<file path="src/rtl/sccb_config_seq.sv">
// SCCB register-table sequencer.
// Walks a ROM of 18-bit entries and turns each one into a two-byte SCCB
// register write (register address, then value), a millisecond delay, a
// skip, or the end of the table. Every register write is watched by a
// timeout; if the timeout expires, the rest of the table is abandoned and
// err_out is raised.
module sccb_config_seq #(
    parameter int         CLK_IN_FREQ_MHZ = 10,
    parameter logic [6:0] DEV_ADDR        = 7'h30,
    parameter int         ROM_AW          = 8,
    parameter int         TIMEOUT_CYC     = 100000
) (
    input  logic              clk_in,
    input  logic              n_rst,
    input  logic              start_in,
    output logic [ROM_AW-1:0] rom_addr_out,
    input  logic [17:0]       rom_data_in,
    input  logic              sccb_ready_in,
    input  logic              sccb_wr_valid_in,
    output logic              sccb_enable_out,
    output logic              sccb_three_phase_out,
    output logic              sccb_rd_wr_out,
    output logic [6:0]        sccb_address_out,
    output logic [7:0]        sccb_wr_data_out,
    output logic              busy_out,
    output logic              done_out,
    output logic              err_out
);

    // state    | meaning
    // ---------+-----------------------------------------------------------
    // IDLE     | reset state, waits for start_in
    // FETCH    | rom_addr_out is stable, ROM output settles
    // DECODE   | rom_data_in is valid, entry latched and dispatched
    // WAIT_RDY | register write pending, waits for the master to be ready
    // ISSUE    | one-cycle sccb_enable_out request, register address shown
    // SEND_REG | waits for the first byte-done pulse (register address)
    // SEND_VAL | value byte shown, waits for the second byte-done pulse
    // DELAY    | counting out {a,b} milliseconds
    // DONE     | table finished or aborted, done_out held until next start

    typedef enum logic [3:0] {
        S_IDLE     = 4'd0,
        S_FETCH    = 4'd1,
        S_DECODE   = 4'd2,
        S_WAIT_RDY = 4'd3,
        S_ISSUE    = 4'd4,
        S_SEND_REG = 4'd5,
        S_SEND_VAL = 4'd6,
        S_DELAY    = 4'd7,
        S_DONE     = 4'd8
    } state_t;

    localparam logic [1:0] OP_WRITE = 2'b00;
    localparam logic [1:0] OP_DELAY = 2'b01;
    localparam logic [1:0] OP_NOP   = 2'b10;

    // One millisecond of clk_in cycles; the prescaler counts it down.
    localparam int              PRE_CYC  = CLK_IN_FREQ_MHZ * 1000;
    localparam int              PRE_W    = (PRE_CYC > 1) ? $clog2(PRE_CYC) : 1;
    localparam logic [PRE_W-1:0] PRE_LOAD = PRE_W'(PRE_CYC - 1);

    // The write timeout counts down from TIMEOUT_CYC-1; reaching zero while a
    // write is still in flight is the abort condition.
    localparam int             TO_W    = (TIMEOUT_CYC > 1) ? $clog2(TIMEOUT_CYC) : 1;
    localparam logic [TO_W-1:0] TO_LOAD = TO_W'(TIMEOUT_CYC - 1);

    state_t state_q;
    state_t state_d;

    logic [7:0]       entry_a_q;
    logic [7:0]       entry_b_q;
    logic [TO_W-1:0]  to_cnt_q;
    logic [PRE_W-1:0] pre_cnt_q;
    logic [15:0]      ms_cnt_q;
    logic             err_q;
    logic [7:0]       wr_data_q;
    logic [ROM_AW-1:0] addr_q;

    logic [1:0]  entry_op;
    logic [15:0] entry_cnt;
    logic        to_expired;
    logic        to_active;
    logic        pre_tc;
    logic        ms_tc;

    logic seq_start;
    logic addr_inc;
    logic to_load;
    logic dly_load;
    logic wr_load_a;
    logic wr_load_b;
    logic err_set;

    assign entry_op   = rom_data_in[17:16];
    assign entry_cnt  = rom_data_in[15:0];
    assign to_expired = (to_cnt_q == '0);
    assign pre_tc     = (pre_cnt_q == '0);
    assign ms_tc      = (ms_cnt_q == 16'd0);
    assign to_active  = (state_q == S_WAIT_RDY) || (state_q == S_ISSUE) ||
                        (state_q == S_SEND_REG) || (state_q == S_SEND_VAL);

    // State register; reset drops any request to the master immediately.
    always_ff @(posedge clk_in or negedge n_rst) begin
        if (!n_rst) begin
            state_q <= S_IDLE;
        end else begin
            state_q <= state_d;
        end
    end

    // Next-state decode plus the one-cycle datapath strobes for each transition.
    always_comb begin
        state_d   = state_q;
        seq_start = 1'b0;
        addr_inc  = 1'b0;
        to_load   = 1'b0;
        dly_load  = 1'b0;
        wr_load_a = 1'b0;
        wr_load_b = 1'b0;
        err_set   = 1'b0;
        case (state_q)
            S_IDLE, S_DONE: begin
                if (start_in) begin
                    seq_start = 1'b1;
                    state_d   = S_FETCH;
                end
            end
            S_FETCH: begin
                state_d = S_DECODE;
            end
            S_DECODE: begin
                case (entry_op)
                    OP_WRITE: begin
                        to_load = 1'b1;
                        state_d = S_WAIT_RDY;
                    end
                    OP_DELAY: begin
                        if (entry_cnt != 16'd0) begin
                            dly_load = 1'b1;
                            state_d  = S_DELAY;
                        end else begin
                            addr_inc = 1'b1;
                            state_d  = S_FETCH;
                        end
                    end
                    OP_NOP: begin
                        addr_inc = 1'b1;
                        state_d  = S_FETCH;
                    end
                    default: begin
                        state_d = S_DONE;
                    end
                endcase
            end
            S_WAIT_RDY: begin
                if (to_expired) begin
                    err_set = 1'b1;
                    state_d = S_DONE;
                end else if (sccb_ready_in) begin
                    wr_load_a = 1'b1;
                    state_d   = S_ISSUE;
                end
            end
            S_ISSUE: begin
                if (to_expired) begin
                    err_set = 1'b1;
                    state_d = S_DONE;
                end else begin
                    state_d = S_SEND_REG;
                end
            end
            S_SEND_REG: begin
                if (to_expired) begin
                    err_set = 1'b1;
                    state_d = S_DONE;
                end else if (sccb_wr_valid_in) begin
                    wr_load_b = 1'b1;
                    state_d   = S_SEND_VAL;
                end
            end
            S_SEND_VAL: begin
                if (to_expired) begin
                    err_set = 1'b1;
                    state_d = S_DONE;
                end else if (sccb_wr_valid_in) begin
                    addr_inc = 1'b1;
                    state_d  = S_FETCH;
                end
            end
            S_DELAY: begin
                if (pre_tc && ms_tc) begin
                    addr_inc = 1'b1;
                    state_d  = S_FETCH;
                end
            end
            default: begin
                state_d = S_IDLE;
            end
        endcase
    end

    // Table address: cleared on start, advanced after each completed entry,
    // wraps naturally at the top of the address space.
    always_ff @(posedge clk_in or negedge n_rst) begin
        if (!n_rst) begin
            addr_q <= '0;
        end else if (seq_start) begin
            addr_q <= '0;
        end else if (addr_inc) begin
            addr_q <= addr_q + 1'b1;
        end
    end

    // Entry operands captured while the ROM output is valid in DECODE.
    always_ff @(posedge clk_in or negedge n_rst) begin
        if (!n_rst) begin
            entry_a_q <= 8'd0;
            entry_b_q <= 8'd0;
        end else if (state_q == S_DECODE) begin
            entry_a_q <= rom_data_in[15:8];
            entry_b_q <= rom_data_in[7:0];
        end
    end

    // Byte shown to the master: register address on issue, value after the
    // first byte-done pulse; otherwise held so the master sees a stable byte.
    always_ff @(posedge clk_in or negedge n_rst) begin
        if (!n_rst) begin
            wr_data_q <= 8'd0;
        end else if (wr_load_a) begin
            wr_data_q <= entry_a_q;
        end else if (wr_load_b) begin
            wr_data_q <= entry_b_q;
        end
    end

    // Sticky timeout flag, cleared only by a new start.
    always_ff @(posedge clk_in or negedge n_rst) begin
        if (!n_rst) begin
            err_q <= 1'b0;
        end else if (seq_start) begin
            err_q <= 1'b0;
        end else if (err_set) begin
            err_q <= 1'b1;
        end
    end

    // Write timeout down-counter: loaded on the way into WAIT_RDY, then
    // decremented every cycle the write is in flight.
    always_ff @(posedge clk_in or negedge n_rst) begin
        if (!n_rst) begin
            to_cnt_q <= '0;
        end else if (to_load) begin
            to_cnt_q <= TO_LOAD;
        end else if (to_active && !to_expired) begin
            to_cnt_q <= to_cnt_q - 1'b1;
        end
    end

    // Delay timer: millisecond down-counter stepped by a one-millisecond
    // prescaler, so a count of N holds DELAY for exactly N*PRE_CYC cycles.
    always_ff @(posedge clk_in or negedge n_rst) begin
        if (!n_rst) begin
            pre_cnt_q <= '0;
            ms_cnt_q  <= 16'd0;
        end else if (dly_load) begin
            pre_cnt_q <= PRE_LOAD;
            ms_cnt_q  <= entry_cnt - 16'd1;
        end else if (state_q == S_DELAY) begin
            if (!pre_tc) begin
                pre_cnt_q <= pre_cnt_q - 1'b1;
            end else if (!ms_tc) begin
                pre_cnt_q <= PRE_LOAD;
                ms_cnt_q  <= ms_cnt_q - 16'd1;
            end
        end
    end

    assign rom_addr_out         = addr_q;
    assign sccb_wr_data_out     = wr_data_q;
    assign err_out              = err_q;
    assign sccb_enable_out      = (state_q == S_ISSUE);
    assign busy_out             = (state_q != S_IDLE) && (state_q != S_DONE);
    assign done_out             = (state_q == S_DONE);
    assign sccb_three_phase_out = 1'b1;
    assign sccb_rd_wr_out       = 1'b0;
    assign sccb_address_out     = DEV_ADDR;

endmodule

</file>
<file path="config.mk">
export PLATFORM = sky130hd
export DESIGN_NAME = sccb_config_seq
export DESIGN_NICKNAME = d
export VERILOG_FILES = /design/src/rtl/sccb_config_seq.sv
export SDC_FILE = /design/constraint.sdc
export NUM_CORES = 1
export LEC_CHECK = 0
export CAP_MARGIN = 5
export CORE_MARGIN = 8
export CORE_UTILIZATION = 61
export DETAILED_ROUTE_END_ITERATION = 7
export GPL_TIMING_DRIVEN = 0
export PLACE_DENSITY = 0.9
export SLEW_MARGIN = 10
export SYNTH_ARGS = -nofsm -noshare
export SYNTH_HDL_FRONTEND = slang
export SYNTH_SLANG_ARGS = --single-unit
</file>
<file path="constraint.sdc">
create_clock -name clk_in -period 6.3 [get_ports clk_in]
set_input_delay 1.575 -clock clk_in [delete_from_list [all_inputs] [get_ports clk_in]]
set_output_delay 1.575 -clock clk_in [all_outputs]
set_load 0.01 [all_outputs]
</file>
==> impl_metrics.ini, run 1 <==
[global_route]
grt_usage_pct = 22.6
grt_pass1_wl_mm = 20.6
grt_overflow = 0
grt_max_degree = 45
grt_antenna_before_repair = 0
grt_pass1_vias = 4143

[floorplan]
core-area_um2 = 7690
initial_core_util_pct = 62.4
die_x_um = 105
num_io_pins = 52
die_y_um = 105
die_area_um2 = 11000
row_count = 32

[critical_path]
cp.arrival_ps = 6220
crit_type = input pin to flip-flop
cp_data_required_time_ps = 6590
endpoint = ms_cnt_q[10]$_DFFE_PN0P_
critPathMaxStageDelay_ps = 670
start_kind = input pin
crit_slowest_cell = nor4b_1
path_max_fanout = 10
reg2reg_to = ms_cnt_q[10]$_DFFE_PN0P_
reg2reg_from = state_q[3]$_DFFE_PN0P_
crit_chain = clkdlybuf4s50_1, or4_4, nor4_2, a21o_1, buf_2, buf_1, mux2i_1, ha_1, inv_1, or2_2, nor4b_1, nand2_1, xor2_1, o21ai_0
reg2reg_depth = 14
end_kind = flip-flop
rrSetupSlack_ps = 2330
timing.critical_path.from = rom_data_in[4]

[yosys]
yosysUniqueCellTypes = 60
ys_seq_area_share_pct = 43.8
ys.warnings.count = 0
synth-seq-cells = 84
synth-edff-count = 0
avgSynthCellArea_um2 = 9.67
synth_flop_cell = dfrtp_1
async_flop_share_pct = 100
syn-cell-area_um2 = 4800
syn_inst = 496

[sta]
skew_ps = 12.4
worstMarginPinSlew_ps = 796
finalCriticalPeriod_ps = 5930
rsz0062_at_grt = no
post-route-period-util_pct = 94.1
finalHoldViolCount = 0
fmax_mhz = 169
finalSetupViolations = 0
final.setup.tns_ps = 0
slew_viol_final = 0
slew_headroom_pct = 46.5

[cts]
clk_pin_slew_ps = 100
tritoncts = done
cts_hold_buf = 0
cts_resized = 0
clk_latency_ps = 360
cts.sinks = 84
numCtsBuffers = 9
clk_path_buf_depth = 2
post-cts-setup-buffers = 0
h-tree-depth = 3
cts-root-buf = clkbuf_8

[finish]
num-nets-final = 589
area_delta_synth_final_pct = 16.8
layout_common_cells = 84 x dfrtp_1, 61 x nand2_1, 42 x nor2_1, 41 x clkdlybuf4s50_1, 23 x xnor2_1
drive_above_1_share_pct = 11.4
final_area_um2 = 5600
n_antenna_cell = 0
layout_commonest_cell = dfrtp_1

[drt]
drc = 0
antenna_left = 0
drtIter0Drc = 348
vias = 4137
wl_mm = 12.4
dr.pass1.iters = 5
avgRoutedWirePerCell_um = 18.7
viasPerCell = 6.23

[flow_run]
max-cap-violations = 0

[status]
status = complete, no violations

[hold_path]
hold_class = flip-flop to flip-flop
hp-start = entry_a_q[6]$_DFFE_PN0P_

[placement]
gp_congestion = 0.920
placed_area_um2 = 5390
dp_hpwl_mm = 8.63
port_buffers = 42

[power]
power.total_mw = 2.24
p_leak_nw = 2.27
powerDensity_nw_per_um2 = 400
ir_drop_mv = 0.371
how the worst min path moves through the flow:
stage	to	slack, ps	cells after the start
5_1_grt	entry_b_q[7]$_DFFE_PN0P_	530	1
2_1_floorplan	sccb_wr_data_out[0]$_DFFE_PN0P_	450	2
3_5_place_dp	sccb_wr_data_out[1]$_DFFE_PN0P_	470	2
6_report	sccb_wr_data_out[6]$_DFFE_PN0P_	510	2
4_1_cts	sccb_wr_data_out[6]$_DFFE_PN0P_	510	2
3_3_place_gp	sccb_wr_data_out[3]$_DFFE_PN0P_	450	2
cells in the mapped netlist, drive strengths merged, types with 14 or more instances:
library cell	number	share of area, %
mux2	18	4.2
xnor2	23	4.2
nand3	14	1.5
nor3	21	2.5
nand2	62	4.9
mux2i	21	4.4
o21ai	23	2.4
xor2	20	3.7
dfrtp	84	44
buf	14	2.0
nor2	43	3.5
where the power goes:
part / total [mW] / leakage (nW) / switching, mW / internal, mW
Combinational: 0.862 / 1.15 / 0.454 / 0.408
Clock: 0.405 / 0.104 / 0.215 / 0.190
Sequential: 0.971 / 1.02 / 0.212 / 0.758
metrics by stage:
stage	std cells	util, %	hold slack (ps)	setup slack, ps
floorplan	503	-	446	1420
detailed placement	648	70.1	473	69.0
finish	664	72.9	508	372
global route	664	72.9	534	186
CTS	664	72.8	512	445
global placement	647	69.9	455	190
layout make-up:
cell class,instances,area (µm²)
clock inverter,7,82.6
multi-input combinational,388,2560
fill,519,2090
tap,102,128
buffer,23,131
sequential,84,2100
clock buffer,9,124
timing repair buffer,43,438
inverter,8,30.0
sequential cells by signal, indices dropped and copies added (netlist names):
signal and count:
entry_a_q 8, entry_b_q 8, err_out 1, ms_cnt_q 16
pre_cnt_q 14, rom_addr_out 8, sccb_wr_data_out 8, state_q 4
to_cnt_q 17
worst max-delay path, delay by kind of cell:
family                     cells  cell delay, ps
adders and majority gates      1             210
and+or+nand+nor                5            2330
AOI/OAI and AO/OA              2             320
xor gates and xnor gates       1             170
buffers and inverters          4            1330
muxes                          1             280
cells by family after synthesis:
kind of cell / after synthesis / share of synthesized area (%)
AOI/OAI and AO/OA: 72 / 9.76
other: 2 / 0.157
and+or+nand+nor: 216 / 24.1
DFF: 84 / 43.8
xor gates and xnor gates: 43 / 7.85
buffers and inverters: 31 / 3.37
muxes: 39 / 8.61
adders and majority gates: 9 / 2.35
layer usage:
| metal | global-route usage (%) | wire length [µm] | share of wire (%) |
|---|---|---|---|
| met1 | 28.6 | 5080 | 41 |
| met2 | 37.2 | 6190 | 50 |
| met3 | 4.98 | 844 | 6.8 |
| met4 | 8.56 | 291 | 2.3 |
| met5 | 0 | 0 | 0 |
Power figures use the tool's default switching activity.
==> run 2: changes to the inputs <==
Settings changed: ABC_AREA set to 1, CORE_MARGIN 8 to not set, CORE_UTILIZATION 61 to 62, PLACE_DENSITY 0.9 to 0.91.
==> run 2 against run 1 <==
Routed wire length increased by 5.2%. Die area is 20% lower. First-iteration DRC count decreased by 17%.
==> impl_metrics.ini, run 2 <==
[global_route]
grt_max_degree = 56
grt_overflow = 0
grt_usage_pct = 31.8
grt_antenna_before_repair = 0
grt_pass1_wl_mm = 21.7
grt_pass1_vias = 4712

[sta]
skew_ps = 10.9
finalSetupViolations = 0
slew_headroom_pct = 66.4
post-route-period-util_pct = 59.6
slew_viol_final = 0
finalCriticalPeriod_ps = 3760
finalHoldViolCount = 0
final.setup.tns_ps = 0
fmax_mhz = 266
worstMarginPinSlew_ps = 503
rsz0062_at_grt = no

[critical_path]
crit_family = simple AND/OR/NAND/NOR gates
cp.arrival_ps = 4000
crit_type = input pin to flip-flop
timing.critical_path.buf_inv = 2
cp_data_required_time_ps = 6540
crit_slowest_cell = clkdlybuf4s50_1
end_kind = flip-flop
path_max_fanout = 10
crit_top_cell = nand2_1
crit_chain = clkdlybuf4s50_1, nor2_1, nand2_1, nor2_1, nand2_4, nand2_4, buf_6, nand2_1, nand2_1, ha_1, nand3_2, nor2_2, xor2_1, o21ai_1
critPathMaxStageDelay_ps = 430
start_kind = input pin

[power]
sw_frac_of_total_pct = 42.9
powerDensity_nw_per_um2 = 372
p_switching_mw = 0.955
ir_drop_mv = 0.171
p_leak_nw = 3.08
seqPwrFrac_pct = 39.4
internal-power_mw = 1.27
pwr-share-clk_pct = 17.4
combPwrFrac_pct = 43.3

[drt]
viasPerCell = 5.58
antenna_left = 0
wl_mm = 13.1
drc = 0
vias = 5022
dr.pass1.iters = 5
avgRoutedWirePerCell_um = 14.5
drtIter0Drc = 290

[floorplan]
row_count = 33
die_y_um = 93.5
core-area_um2 = 8180
die_area_um2 = 8740
die_x_um = 93.5
initial_core_util_pct = 63.5
num_io_pins = 52

[finish]
layout_common_cells = 200 x nand2_1, 85 x inv_1, 84 x dfrtp_1, 79 x nor2_1, 70 x nand3_1
multiInputGateArea_um2 = 2590
drive_above_1_share_pct = 8.43
largest_reg_flops = 17
area_delta_synth_final_pct = 15.3
num-nets-final = 822
regMostFlops = to_cnt_q
fillCellCount = 633
seqCellArea_um2 = 2100
n_antenna_cell = 0
top_regs = to_cnt_q (17), ms_cnt_q (16), pre_cnt_q (14)
utilization_pct = 73.2
layout_commonest_cell = nand2_1
final_cells = 900

[placement]
dp_hpwl_mm = 9.80
port_buffers = 42
dp.cells = 884
gp_congestion = 0.945

[yosys]
syn_inst = 729
ys.warnings.count = 0
avgSynthCellArea_um2 = 7.12
syn-cell-area_um2 = 5190
yosysTopAreaCell = dfrtp_1
yosysMostFrequentCell = nand2_1
async_flop_share_pct = 100
yosysUniqueCellTypes = 40
synth_flop_cell = dfrtp_1
ys_seq_area_share_pct = 40.5
synth-seq-cells = 84
synthTopCellsByArea = dfrtp_1 40%, nand2_1 14%, nand3_1 6.7%
synth-edff-count = 0
synth_top_area_share_pct = 40.5
synth.top_cells.by_count = 200 x nand2_1, 85 x inv_1, 84 x dfrtp_1

[cts]
cts_resized = 0
clk_pin_slew_ps = 90
clk_path_buf_depth = 2
post-cts-setup-buffers = 0
h-tree-depth = 3
cts_hold_buf = 0
cts-root-buf = clkbuf_8
numCtsBuffers = 9
cts.sinks = 84
clk_latency_ps = 360
tritoncts = done

[flow_run]
max-cap-violations = 0

[hold_path]
hold_class = flip-flop to flip-flop

[status]
status = complete, no violations
## run 2: path summary, 6_finish.rpt
check / startpoint / end / depth (start not counted) / slack (ps)
hold / removal: pre_cnt_q[3]$_DFFE_PN0P_ / pre_cnt_q[3]$_DFFE_PN0P_ / 2 / 490
setup / recovery: rom_data_in[1] / ms_cnt_q[6]$_DFFE_PN0P_ / 14 / 2540
setup reg to reg: state_q[1]$_DFFE_PN0P_ / ms_cnt_q[6]$_DFFE_PN0P_ / 13 / 4000
max in group asynchronous: n_rst / ms_cnt_q[11]$_DFFE_PN0P_ / 2 / 4560
min in group asynchronous: n_rst / to_cnt_q[15]$_DFFE_PN0P_ / 1 / 1140
hold reg to reg: pre_cnt_q[3]$_DFFE_PN0P_ / pre_cnt_q[3]$_DFFE_PN0P_ / 2 / 490
## run 2: worst min-delay path: cells and delay by family, from the launching register on
kind	cells	cell delay, ps
simple gates	2	100
flops	1	350
## run 2: cells by family after synthesis
| logic type | synth area share [%] |
|---|---|
| simple gates | 35.2 |
| buf+inv | 10.1 |
| other cells | 0.145 |
| flops | 40.5 |
| compound gates | 9.30 |
| fa+ha+maj | 2.17 |
| xor+xnor | 2.53 |
## run 2: routing by layer
layer / routed length, µm / global-route usage (%) / up-vias
met4: 216 / 9.74 / 0
met1: 5430 / 40.0 / 2348
li1: - / - / 2437
met5: 0 / 0 / -
met3: 871 / 5.12 / 27
met2: 6530 / 55.9 / 210
## run 2: stage by stage
stage	area, µm²	setup WS, ps	total power, mW	hold slack (ps)
floorplan	5220	3150	1.53	444
global placement	5770	665	1.76	458
detailed placement	5790	2180	1.83	474
CTS	5990	2560	2.22	492
global route	5990	2410	2.41	518
finish	5990	2540	2.23	490
## run 2: final cells by class
cell class	count	share of cell area, %
Sequential cell	84	35.1
Clock inverter	6	1.09
Inverter	91	5.71
Buffer	29	3.07
Clock buffer	10	2.13
Timing Repair Buffer	43	7.44
Multi-Input combinational cell	532	43.3
Tap cell	105	2.19
## run 2: power groups by stage
stage / Combinational (mW) / Sequential (mW) / Clock (mW)
6_report: 0.964 / 0.877 / 0.387
5_1_grt: 1.09 / 0.899 / 0.413
4_1_cts: 0.956 / 0.873 / 0.389
3_5_place_dp: 0.947 / 0.882 / 0
3_3_place_gp: 0.888 / 0.871 / 0
2_1_floorplan: 0.674 / 0.859 / 0
==> run 3: changes to the inputs <==
Settings changed: CORE_UTILIZATION 62 to 58, PLACE_DENSITY 0.91 to 0.86.
Clock period 6.3 ns to 3.79 ns, I/O delays scaled along.
==> run 3 against run 2 <==
Sequential power increased by 66%. Sequential share of layout area barely moved. Critical endpoint is now ms_cnt_q[10]$_DFFE_PN0P_. Core utilization down 4.2 points. Total power increased by 65%.
==> impl_metrics.ini, run 3 (synthesized netlist as in run 2, its figures left out) <==
[status]
status = complete, no violations

[finish]
layout_common_cells = 200 x nand2_1, 85 x inv_1, 84 x dfrtp_1, 79 x nor2_1, 70 x nand3_1
utilization_pct = 69.0
n_antenna_cell = 0
regMostFlops = to_cnt_q
area_delta_synth_final_pct = 15.4
top_regs = to_cnt_q (17), ms_cnt_q (16), pre_cnt_q (14)
largest_reg_flops = 17
num-nets-final = 822
drive_above_1_share_pct = 8.30
layout_commonest_cell = nand2_1

[global_route]
grt_pass1_vias = 4697
grt_usage_pct = 27.6
grt_antenna_before_repair = 0
grt_overflow = 0
grt_pass1_wl_mm = 21.1
grt_max_degree = 60

[drt]
avgRoutedWirePerCell_um = 13.6
drc = 0
wl_mm = 12.3
drtIter0Drc = 281
dr.pass1.iters = 6
antenna_left = 0
viasPerCell = 5.44
vias = 4910

[cts]
numCtsBuffers = 9
post-cts-setup-buffers = 0
h-tree-depth = 3
clk_latency_ps = 360
cts.sinks = 84
tritoncts = done
clk_pin_slew_ps = 80
cts_resized = 0
clk_path_buf_depth = 2
cts-root-buf = clkbuf_8
cts_hold_buf = 0

[sta]
finalCriticalPeriod_ps = 3000
finalSetupViolations = 0
fmax_mhz = 333
slew_headroom_pct = 66.3
slew_viol_final = 0
finalHoldViolCount = 0
skew_ps = 12.2
worstMarginPinSlew_ps = 502
rsz0062_at_grt = no
worst_hold_slack_ps = 482
post-route-period-util_pct = 79.1

[flow_run]
max-cap-violations = 0

[floorplan]
row_count = 34
core-area_um2 = 8680
die_x_um = 96.6
num_io_pins = 52
die_y_um = 96.6
initial_core_util_pct = 59.8
die_area_um2 = 9330

[critical_path]
cp.arrival_ps = 3240
cp_data_required_time_ps = 4030
start_kind = input pin
path_max_fanout = 10
end_kind = flip-flop
crit_type = input pin to flip-flop

[hold_path]
hold_class = flip-flop to flip-flop

[power]
ir_drop_mv = 0.286
p_leak_nw = 3.08
powerDensity_nw_per_um2 = 613
power.total_mw = 3.67

[placement]
gp_congestion = 0.910
dp_hpwl_mm = 9.29
port_buffers = 42
run 3: cell count changes in the layout (fill, tap and decap cells not counted):
cell and delta:
clkbuf_1 +1, clkbuf_8 +1, clkinv_4 -1, clkinvlp_4 -1
run 3: power by group:
part | switching, mW | internal (mW)
combinational | 0.982 | 0.576
clock | 0.334 | 0.323
sequential | 0.225 | 1.23
total | 1.54 | 2.13
run 3: final timing paths:
| path | startpoint | endpoint | slack, ps | cells past startpoint |
|---|---|---|---|---|
| worst max register to register | pre_cnt_q[0]$_DFFE_PN0P_ | ms_cnt_q[3]$_DFFE_PN0P_ | 1530 | 13 |
| worst max-delay path | rom_data_in[4] | ms_cnt_q[10]$_DFFE_PN0P_ | 790 | 15 |
| min in group asynchronous | n_rst | to_cnt_q[14]$_DFFE_PN0P_ | 500 | 1 |
| worst min register to register | entry_b_q[4]$_DFFE_PN0P_ | entry_b_q[4]$_DFFE_PN0P_ | 480 | 2 |
| worst min-delay path | entry_b_q[4]$_DFFE_PN0P_ | entry_b_q[4]$_DFFE_PN0P_ | 480 | 2 |
| max in group asynchronous | n_rst | pre_cnt_q[4]$_DFFE_PN0P_ | 2680 | 2 |
run 3: worst max-delay path, stage by stage:
cell and delay, ps:
clkdlybuf4s50_1 530, nor2_1 140, nand2_1 70, nor2_1 180, nand2_4 130, nand2_4 110, buf_6 150, nand2_1 60
nand2_1 110, ha_1 210, nand3_2 170, nor2_4 200, nand3_1 90, nand3_1 90, nand2_1 50
run 3: final cells by class:
| type | count | area (µm²) |
|---|---|---|
| Clock buffer | 12 | 145 |
| Tap cell | 108 | 135 |
| Fill cell | 756 | 2690 |
| Timing Repair Buffer | 43 | 445 |
| Inverter | 91 | 342 |
| Buffer | 29 | 184 |
| Multi-Input combinational cell | 532 | 2590 |
| Clock inverter | 4 | 48.8 |
| Sequential cell | 84 | 2100 |
run 3: layer usage:
layer / wire length (µm) / vias up / track usage, %
met4: 231 / 0 / 9.18
met5: 0 / - / 0
met2: 6000 / 170 / 46.8
met1: 5330 / 2274 / 35.4
li1: - / 2448 / -
met3: 760 / 18 / 5.42
run 3: per-stage QoR:
stage | area (µm²) | TNS (ps) | instances | setup WS, ps
3_3_place_gp | 5770 | -104080 | 886 | -1250
5_1_grt | 5990 | 0 | 903 | 596
4_1_cts | 5990 | 0 | 903 | 839
3_5_place_dp | 5800 | 0 | 887 | 472
2_1_floorplan | 5220 | 0 | 736 | 1270
6_report | 5990 | 0 | 903 | 791
